## src/rtl/mem_arbiter_if.sv

```systemverilog
// rtl/mem_arbiter_if.sv - fetch/data request ports and shared memory bus of the arbiter
interface mem_arbiter_if #(
    parameter XLEN = 9'd64
);
    // fetch port
    logic            if_req;
    logic [XLEN-1:0] if_addr;
    logic [XLEN-1:0] if_rdata;
    logic            if_ready;
    logic            if_error;

    // data port
    logic            d_read_req;
    logic            d_write_req;
    logic [XLEN-1:0] d_addr;
    logic [XLEN-1:0] d_wdata;
    logic [2:0]      d_size;
    logic [XLEN-1:0] d_rdata;
    logic            d_ready;
    logic            d_error;

    // shared memory bus
    logic [XLEN-1:0] bus_addr;
    logic [XLEN-1:0] bus_wdata;
    logic [2:0]      bus_size;
    logic            bus_read;
    logic            bus_write;
    logic [XLEN-1:0] bus_rdata;
    logic            bus_ready;
    logic            bus_error;

    // arbiter side: owns the bus command and the per-port responses
    modport master (
        input  if_req, if_addr,
        input  d_read_req, d_write_req, d_addr, d_wdata, d_size,
        input  bus_rdata, bus_ready, bus_error,
        output if_rdata, if_ready, if_error,
        output d_rdata, d_ready, d_error,
        output bus_addr, bus_wdata, bus_size, bus_read, bus_write
    );

    // environment side: requesters and the memory
    modport slave (
        output if_req, if_addr,
        output d_read_req, d_write_req, d_addr, d_wdata, d_size,
        output bus_rdata, bus_ready, bus_error,
        input  if_rdata, if_ready, if_error,
        input  d_rdata, d_ready, d_error,
        input  bus_addr, bus_wdata, bus_size, bus_read, bus_write
    );
endinterface

```

## src/rtl/mem_arbiter.sv

```systemverilog
// rtl/mem_arbiter.sv - two-port (fetch/data) arbiter onto one memory bus with timeout
module mem_arbiter #(
    parameter XLEN    = 9'd64,
    parameter TIMEOUT = 16'd1024
) (
    input  logic          clk,
    input  logic          reset,
    mem_arbiter_if.master arb
);

    typedef enum logic [1:0] {
        IDLE    = 2'd0,
        BUSY_IF = 2'd1,
        BUSY_D  = 2'd2
    } state_t;

    localparam logic            LAST_FETCH = 1'b0;
    localparam logic            LAST_DATA  = 1'b1;
    // counter value in the final allowed BUSY cycle; one more silent cycle is a timeout
    localparam logic [15:0]     CNT_LAST   = 16'(TIMEOUT - 2);
    localparam logic [XLEN-1:0] ZERO_WORD  = '0;

    state_t      state;
    state_t      state_next;
    logic        last_grant;
    logic [15:0] cnt;

    logic        if_elig;
    logic        d_elig;
    logic        grant_if;
    logic        grant_d;
    logic        done_ok;
    logic        done_err;

    // state register
    always_ff @(posedge clk) begin
        if (reset) begin
            state <= IDLE;
        end else begin
            state <= state_next;
        end
    end

    // arbitration in IDLE, completion detection in BUSY_x
    always_comb begin
        state_next = state;
        grant_if   = 1'b0;
        grant_d    = 1'b0;
        done_ok    = 1'b0;
        done_err   = 1'b0;
        // a port whose response is showing this cycle must not be re-granted on the same request
        if_elig    = arb.if_req && !arb.if_ready && !arb.if_error;
        d_elig     = (arb.d_read_req || arb.d_write_req) && !arb.d_ready && !arb.d_error;
        case (state)
            IDLE: begin
                if (if_elig && d_elig) begin
                    if (last_grant == LAST_DATA) begin
                        grant_if = 1'b1;
                    end else begin
                        grant_d = 1'b1;
                    end
                end else begin
                    grant_if = if_elig;
                    grant_d  = d_elig;
                end
                if (grant_if) begin
                    state_next = BUSY_IF;
                end else if (grant_d) begin
                    state_next = BUSY_D;
                end
            end
            BUSY_IF, BUSY_D: begin
                if (arb.bus_error) begin
                    done_err = 1'b1;
                end else if (arb.bus_ready) begin
                    done_ok = 1'b1;
                end else if (cnt == CNT_LAST) begin
                    done_err = 1'b1;
                end
                if (done_ok || done_err) begin
                    state_next = IDLE;
                end
            end
            default: state_next = IDLE;
        endcase
    end

    // bus command latch, timeout counter and registered responses
    always_ff @(posedge clk) begin
        if (reset) begin
            arb.bus_addr  <= ZERO_WORD;
            arb.bus_wdata <= ZERO_WORD;
            arb.bus_size  <= 3'd0;
            arb.bus_read  <= 1'b0;
            arb.bus_write <= 1'b0;
            arb.if_rdata  <= ZERO_WORD;
            arb.if_ready  <= 1'b0;
            arb.if_error  <= 1'b0;
            arb.d_rdata   <= ZERO_WORD;
            arb.d_ready   <= 1'b0;
            arb.d_error   <= 1'b0;
            last_grant    <= LAST_FETCH;
            cnt           <= 16'd0;
        end else begin
            arb.if_ready <= 1'b0;
            arb.if_error <= 1'b0;
            arb.d_ready  <= 1'b0;
            arb.d_error  <= 1'b0;
            if (grant_if) begin
                arb.bus_addr  <= arb.if_addr;
                arb.bus_wdata <= ZERO_WORD;
                arb.bus_size  <= 3'd2;
                arb.bus_read  <= 1'b1;
                arb.bus_write <= 1'b0;
                last_grant    <= LAST_FETCH;
                cnt           <= 16'd0;
            end else if (grant_d) begin
                arb.bus_addr  <= arb.d_addr;
                arb.bus_wdata <= arb.d_wdata;
                arb.bus_size  <= arb.d_size;
                arb.bus_read  <= !arb.d_write_req;
                arb.bus_write <= arb.d_write_req;
                last_grant    <= LAST_DATA;
                cnt           <= 16'd0;
            end else if (done_ok || done_err) begin
                arb.bus_read  <= 1'b0;
                arb.bus_write <= 1'b0;
                if (state == BUSY_IF) begin
                    if (done_ok) begin
                        arb.if_ready <= 1'b1;
                        arb.if_rdata <= arb.bus_rdata;
                    end else begin
                        arb.if_error <= 1'b1;
                    end
                end else begin
                    if (done_ok) begin
                        arb.d_ready <= 1'b1;
                        // stores leave the last load data visible
                        if (!arb.bus_write) begin
                            arb.d_rdata <= arb.bus_rdata;
                        end
                    end else begin
                        arb.d_error <= 1'b1;
                    end
                end
            end else if (state != IDLE) begin
                cnt <= cnt + 16'd1;
            end
        end
    end

endmodule
```

## src/flat_wrapper.sv

```systemverilog
// flat-port wrapper written by rule: the top's interface ports become plain ports
module mem_arbiter_flat 
#(
    parameter XLEN    = 9'd64,
    parameter TIMEOUT = 16'd1024
)
  (clk, reset, arb_if_req, arb_if_addr, arb_d_read_req, arb_d_write_req, arb_d_addr, arb_d_wdata, arb_d_size, arb_bus_rdata, arb_bus_ready, arb_bus_error, arb_if_rdata, arb_if_ready, arb_if_error, arb_d_rdata, arb_d_ready, arb_d_error, arb_bus_addr, arb_bus_wdata, arb_bus_size, arb_bus_read, arb_bus_write);
  mem_arbiter_if #(.XLEN(XLEN)) arb_i ();
  input  logic clk;
  input  logic reset;
  input wire logic [$bits(arb_i.if_req)-1:0] arb_if_req;
  input wire logic [$bits(arb_i.if_addr)-1:0] arb_if_addr;
  input wire logic [$bits(arb_i.d_read_req)-1:0] arb_d_read_req;
  input wire logic [$bits(arb_i.d_write_req)-1:0] arb_d_write_req;
  input wire logic [$bits(arb_i.d_addr)-1:0] arb_d_addr;
  input wire logic [$bits(arb_i.d_wdata)-1:0] arb_d_wdata;
  input wire logic [$bits(arb_i.d_size)-1:0] arb_d_size;
  input wire logic [$bits(arb_i.bus_rdata)-1:0] arb_bus_rdata;
  input wire logic [$bits(arb_i.bus_ready)-1:0] arb_bus_ready;
  input wire logic [$bits(arb_i.bus_error)-1:0] arb_bus_error;
  output wire logic [$bits(arb_i.if_rdata)-1:0] arb_if_rdata;
  output wire logic [$bits(arb_i.if_ready)-1:0] arb_if_ready;
  output wire logic [$bits(arb_i.if_error)-1:0] arb_if_error;
  output wire logic [$bits(arb_i.d_rdata)-1:0] arb_d_rdata;
  output wire logic [$bits(arb_i.d_ready)-1:0] arb_d_ready;
  output wire logic [$bits(arb_i.d_error)-1:0] arb_d_error;
  output wire logic [$bits(arb_i.bus_addr)-1:0] arb_bus_addr;
  output wire logic [$bits(arb_i.bus_wdata)-1:0] arb_bus_wdata;
  output wire logic [$bits(arb_i.bus_size)-1:0] arb_bus_size;
  output wire logic [$bits(arb_i.bus_read)-1:0] arb_bus_read;
  output wire logic [$bits(arb_i.bus_write)-1:0] arb_bus_write;
  assign arb_i.if_req = arb_if_req;
  assign arb_i.if_addr = arb_if_addr;
  assign arb_i.d_read_req = arb_d_read_req;
  assign arb_i.d_write_req = arb_d_write_req;
  assign arb_i.d_addr = arb_d_addr;
  assign arb_i.d_wdata = arb_d_wdata;
  assign arb_i.d_size = arb_d_size;
  assign arb_i.bus_rdata = arb_bus_rdata;
  assign arb_i.bus_ready = arb_bus_ready;
  assign arb_i.bus_error = arb_bus_error;
  assign arb_if_rdata = arb_i.if_rdata;
  assign arb_if_ready = arb_i.if_ready;
  assign arb_if_error = arb_i.if_error;
  assign arb_d_rdata = arb_i.d_rdata;
  assign arb_d_ready = arb_i.d_ready;
  assign arb_d_error = arb_i.d_error;
  assign arb_bus_addr = arb_i.bus_addr;
  assign arb_bus_wdata = arb_i.bus_wdata;
  assign arb_bus_size = arb_i.bus_size;
  assign arb_bus_read = arb_i.bus_read;
  assign arb_bus_write = arb_i.bus_write;
  mem_arbiter #(.XLEN(XLEN), .TIMEOUT(TIMEOUT)) u_core (.clk(clk), .reset(reset), .arb(arb_i));
endmodule
```

## config.mk

```make
export PLATFORM = sky130hd
export DESIGN_NAME = mem_arbiter_flat
export DESIGN_NICKNAME = d
export VERILOG_FILES = /design/src/rtl/mem_arbiter_if.sv /design/src/rtl/mem_arbiter.sv /design/src/flat_wrapper.sv
export SDC_FILE = /design/constraint.sdc
export NUM_CORES = 1
export LEC_CHECK = 0
export ABC_AREA = 1
export BUFFER_PORTS_ARGS = -buffer_cell sky130_fd_sc_hd__buf_2
export CORE_MARGIN = 2
export CORE_UTILIZATION = 25
export DETAILED_ROUTE_END_ITERATION = 16
export PLACE_DENSITY_LB_ADDON = 0.3
export SYNTH_ARGS = -nofsm -noshare
export SYNTH_HDL_FRONTEND = slang
export SYNTH_SLANG_ARGS = --single-unit
```

## constraint.sdc

```tcl
create_clock -name clk -period 2.2 [get_ports clk]
set_input_delay 0.22 -clock clk [delete_from_list [all_inputs] [get_ports clk]]
set_output_delay 0.22 -clock clk [all_outputs]
set_load 0.01 [all_outputs]
```

# [Word-level counts from Yosys, hierarchy flattened]
# Index checks and enable logic that the tools add are counted.
[word_totals] ff_bits=284 input_bits=266 output_inout_bits=265 wordCells=84
[op_classes] n_addsub=1 eq_ne=5 n_mux=31 n_bitwise=5 n_reduce_logical=27
[ops] op="$mux W64" count=2
[ops] op="$mux W1" count=23
[ops] op="$add A16 B1 Y16 const B" count=1
[ops] op="$eq A16 B10 Y1 const B" count=1
[ops] op="$mux W2" count=5
[ops] op="$reduce_or A5 Y1" count=2
[ops] op="$reduce_and A6 Y1" count=1
[ops] op="$reduce_bool A2 Y1" count=3
[ops] op="$logic_and A1 B1 Y1" count=5
[ops] op="$logic_not A1 Y1" count=5
[ops] op="$not A1 Y1" count=5
[ops] op="$reduce_and A5 Y1" count=1
[ops] op="$pmux W2 S2" count=1
[ops] op="$reduce_and A2 Y1" count=2
[ops] op="$reduce_or A2 Y1" count=2
[ops] op="$logic_or A1 B1 Y1" count=3
[ops] op="$ne A3 B1 Y1 const B" count=1
[ops] op="$reduce_bool A3 Y1" count=1
[ops] op="$reduce_or A3 Y1" count=1
[ops] op="$eq A2 B1 Y1 const B" count=1
[ops] op="$eq A2 B2 Y1 const B" count=1
[ops] op="$logic_not A2 Y1" count=1
[ops] op="$ne A2 B1 Y1 const B" count=1

# [Logic depth before layout (Yosys ltp)]
[logic_depth] ltp_word=10 depth_mapped=13 ltp_nobuf=11

# [Worst setup path after synthesis]
# No wires, ideal clock.
[synth_path] path_type="reg2reg" start="register u_core.state[0]" end="register u_core.arb.if_rdata[57]" setup_ns=0.113 arrival_ns=1.568 required_ns=2.087 slack_ns=0.519 path_stages_with_launch=12 n_path_buf=2 period_less_slack_ns=1.681 cell_sequence="dfxtp_1 inv_1 ha_1 nand3_1 inv_1 nand3_1 nor2_2 buf_6 buf_6 nand2_1 nand2_1 nor2_1"
[synth_between] elab_chain_cells=5 word_cells_on_any_way=12 cone_classes="eq/ne: 2; mux: 4; bitwise: 2; reduce/logical: 4"
[synth_lines] element="start, declared" line="mem_arbiter.sv:23" rtl="state_t state;"
[synth_lines] element="start signal, assigned" line="mem_arbiter.sv:40" rtl="state <= state_next;"
[synth_lines] element="$eq A2 B2 Y1 or $eq A2 B1 Y1 (tied branches)" line="mem_arbiter.sv:54, mem_arbiter.sv:128"
[synth_lines] element="$reduce_or A2 Y1" line="mem_arbiter.sv:54" rtl="case (state)"
[synth_lines] element="$mux W1" line="mem_arbiter.sv:54"
[synth_lines] element="$logic_or A1 B1 Y1" line="mem_arbiter.sv:125" rtl="end else if (done_ok || done_err) begin"
[synth_lines] element="$reduce_and A5 Y1 (no source line) *"
[synth_lines] element="end signal, assigned" line="mem_arbiter.sv:131" rtl="arb.if_rdata <= arb.bus_rdata;"
[synth_lines] element="end, declared" line="mem_arbiter_if.sv:37" rtl="output if_rdata, if_ready, if_error,"
# Every way passes the cells marked *; elsewhere a longest branch is shown, timed or not.
# A chain may end at the register's enable or synchronous reset.

# [Worst setup path after layout]
[layout_path] start="register u_core.arb.if_ready" end="register u_core.arb.bus_wdata[30]"
[layout_between] elab_chain_cells=8 word_cells_on_any_way=11 cone_classes="mux: 6; reduce/logical: 5"
[layout_lines] element="start, declared" line="mem_arbiter_if.sv:37"
[layout_lines] element="start signal, assigned" line="mem_arbiter.sv:97" rtl="arb.if_ready <= 1'b0;"
[layout_lines] element="start signal, assigned" line="mem_arbiter.sv:105" rtl="arb.if_ready <= 1'b0;"
[layout_lines] element="start signal, assigned" line="mem_arbiter.sv:130" rtl="arb.if_ready <= 1'b1;"
[layout_lines] element="$logic_not A1 Y1 *" line="mem_arbiter.sv:52" rtl="if_elig = arb.if_req && !arb.if_ready && !arb.if_error;"
[layout_lines] element="$logic_and A1 B1 Y1 * (2 in series)" line="mem_arbiter.sv:52"
[layout_lines] element="$logic_and A1 B1 Y1" line="mem_arbiter.sv:56" rtl="if (if_elig && d_elig) begin"
[layout_lines] element="$mux W1" line="mem_arbiter.sv:56"
[layout_lines] element="$mux W1 (2 in series)" line="mem_arbiter.sv:54"
[layout_lines] element="$reduce_or A2 Y1 (no source line)"
[layout_lines] element="end signal, assigned" line="mem_arbiter.sv:119" rtl="arb.bus_wdata <= arb.d_wdata;"
[layout_lines] element="end, declared" line="mem_arbiter_if.sv:39" rtl="output bus_addr, bus_wdata, bus_size, bus_read, bus_write"
# Every way passes the cells marked *; elsewhere a longest branch is shown, timed or not. The select of a mux whose other input is x is not followed.

==> flow_summary.toml <==
[run_status]
status = "finished, final reports clean"

[critical_path]
endpoint = "u_core.arb.bus_wdata[30]$_SDFFE_PP0P_"
max_stage_delay_ps = 350
crit_type = "flop to flop"
reg2reg_slack_ps = 150
cp_num_buf_inv = 2
r2r_cells = 7
path_cells = "nor3b_2 > nand2_1 > nand3_2 > buf_4 > buf_4 > nand2_1 > a21oi_1"
worstSetupStartpointType = "flop"
r2r_end = "u_core.arb.bus_wdata[30]$_SDFFE_PP0P_"
critPathCaptureType = "flop"
critical_path_depth = 7
critPathTopFamily = "simple AND/OR/NAND/NOR gates"
timing.rr.start = "u_core.arb.if_ready$_SDFF_PP0_"
slowest_stage = "buf_4"
cp-startpoint = "u_core.arb.if_ready$_SDFF_PP0_"
required_ps = 2660
path_max_fanout = 27
crit_arrival_ps = 2510

[worst_hold_path]
hold_depth = 3
hold_path.class = "input port to flop"

[finish]
syn2layout_area_growth_pct = 61.7
final_nets = 2586
final_cells = 2930
drive_gt1_share_pct = 26.7
fillers = 4466

[timing]
rsz0062_at_grt = "false"
hold_violations = 0
fin_setup_tns_ps = 0
period_share_pct = 93.4
setup_viol = 0
min_period_ps = 2050
fmax_ghz = 0.487
tightest_slew_ps = 633
relSlewSlack_pct = 57.8
slew_viol_final = 0
clock-skew-final_ps = 19.1

[job]
maxCapViolCount = 0

[die]
io_pins = 531
start_util_pct = 25.3
core_area_sq_um = 44100
num_rows = 77
fp.dieW_um = 215
die_y_um = 215
dieArea_sq_um = 46400

[place]
hpwl_um = 29400
io_buffers = 530
placed_cells = 2618
place_congestion = 0.883

[drt]
drtIter0Drc = 881
routed_wl_um = 43900
routedWlPerCell_um = 15.0
drc = 0
route.antenna.remaining_nets = 0
dr.pass1.iters = 6
vias_per_cell = 4.37
vias = 12800

[synth]
synth-xor-area-share_pct = 0.863
avgSynthCellArea_sq_um = 7.14
synth_area_sq_um = 11200
synthArstFlopShare_pct = 0
ys_ff_latch = 284
synth-simple-area-share_pct = 30.0
ys.flop_type = "dfxtp_1"
syn_inst = 1563
synth_compound_area_share_pct = 9.68
synth.distinct_cells = 26
ys_warn_count = 0
synth_top_family_by_area = "simple AND/OR/NAND/NOR gates"
synth_fp_nets = 1833
seq_area_frac_synth_pct = 50.9
synth_fa_ha_area_share_pct = 0.448
synth_edf_count = 0
synth_mux_area_share_pct = 0

[clocking]
clk_pin_slew_ps = 60
cts_setup_buffers = 0
cts_tree = "done"
clockBufferDepth = 3
cts_made_buffers = 34
clk_latency_ps = 550
clkSinkCount = 284
htreeDepth = 2
root_buffer = "clkbuf_16"

[global_routing]
grt_pass1_wl_um = 67700
grt_max_degree = 124
grt_use_total_pct = 18.2
grt_pass1_vias = 12600
antenna_found_initial = 2
overflow = 0

[power]
power.leakage_nw = 8.86
power_density_nw_per_um2 = 915
total_power_mw = 16.5
vdd_drop_max_v = 0.000497
-- routing by layer --
metal / wire [um] / part of all wire [%] / GRT usage, % / up-vias
met5: 13 / 0.030 / 0 / -
met4: 1790 / 4.1 / 8.11 / 2
met3: 3480 / 7.9 / 5.79 / 95
met2: 21100 / 48 / 31.6 / 504
met1: 17500 / 40 / 20.3 / 5831
li1: - / - / - / 6369
-- sequential cells by signal (all words and copies together) (netlist names), 2 cells and up --
| name | flops |
|---|---|
| u_core.arb.d_rdata | 64 |
| u_core.state | 2 |
| u_core.arb.bus_addr | 64 |
| u_core.arb.bus_wdata | 64 |
| u_core.cnt | 16 |
| u_core.arb.bus_size | 3 |
| u_core.arb.if_rdata | 64 |
-- how the worst min path moves through the flow --
stage                                               start                                     to  slack (ps)
floorplan                                arb_bus_rdata[0]     u_core.arb.d_rdata[0]$_SDFFE_PP0P_         350
global placement    u_core.arb.bus_wdata[32]$_SDFFE_PP0P_  u_core.arb.bus_wdata[32]$_SDFFE_PP0P_         450
detailed placement   u_core.arb.bus_wdata[5]$_SDFFE_PP0P_   u_core.arb.bus_wdata[5]$_SDFFE_PP0P_         450
CTS                                                 reset   u_core.arb.bus_addr[15]$_SDFFE_PP0P_           3
global route                               arb_if_addr[4]    u_core.arb.bus_addr[4]$_SDFFE_PP0P_          10
finish                                      arb_bus_ready          u_core.arb.d_ready$_SDFF_PP0_          20
-- cell families (layout without fill, tap and decap cells) --
kind of cell / Yosys count / count (layout)
other: 0 / 1
buffers and inverters: 198 / 972
and+or+nand+nor: 863 / 863
DFF: 284 / 284
adders and majority gates: 4 / 4
xor gates and xnor gates: 11 / 11
AOI/OAI and AO/OA: 203 / 203
-- worst min-delay path: stages --
cell and delay, ps:
buf_2 140, nand3_2 110, nor2_1 50
-- layout by cell type, fill, tap and decap left out, types with 2 or more instances in the layout --
cell type and count:
buf_12 15, buf_2 530, nand3_2 3, dfxtp_1 284, o21ai_0 65, clkbuf_1 8
inv_4 2, nand4_1 6, clkbuf_8 6, a31oi_1 52, nand3_1 41, inv_1 93
clkinv_2 5, nand2_2 2, inv_2 7, buf_4 13, xnor2_1 4, clkbuf_16 35
nor2_4 2, ha_1 4, xor2_1 7, nand2_1 521, a21oi_1 86, dlygate4sd3_1 254
nor3_1 2, nor2_1 283
-- power by group --
| group | switching, mW | total (mW) | leakage, nW | internal [mW] |
|---|---|---|---|---|
| Sequential | 0.384 | 6.27 | 2.31 | 5.88 |
| Combinational | 3.02 | 4.85 | 6.03 | 1.83 |
| Clock | 2.27 | 5.40 | 0.518 | 3.13 |
-- synth_stat cells (9+ instances only) --
cell        n  share of area (%)
nand2_1   522                 18
dfxtp_1   284                 51
nor2_1    283                9.5
inv_1      94                3.2
a21oi_1    86                3.9
o21ai_0    65                2.9
a31oi_1    52                2.9
clkbuf_1   43                1.4
nand3_1    42                1.9
buf_2      27                1.2
buf_6      13                1.3
buf_4       9               0.61
-- cell type report --
class | count | area, sq um | share of cell area, %
flip-flops and latches | 284 | 5690 | 31.5
repair buffers | 812 | 5590 | 31.0
clock buffers | 49 | 988 | 5.48
multi-input cells | 1081 | 4590 | 25.4
clock inverters | 8 | 61.3 | 0.340
well taps | 592 | 741 | 4.10
inverters | 103 | 392 | 2.17
diodes | 1 | 2.50 | 0.0139
-- through the flow --
step           utilization [%]  setup slack [ps]  cell area, sq um  hold slack [ps]
6_report                  40.9               146             18100             15.6
3_5_place_dp              32.8               130             14500              453
2_1_floorplan                -               519             11200              355
5_1_grt                   40.9              6.31             18100             10.7
4_1_cts                   40.9               114             18000             3.46
3_3_place_gp              32.8               206             14500              449
-- what timing repair did --
action	CTS	global route
endpoints found under the hold margin	259	0
hold buffers	254	0
setup endpoints to repair	0	15
resized for setup	0	1
Note: power is estimated with default switching activity, not from simulation.
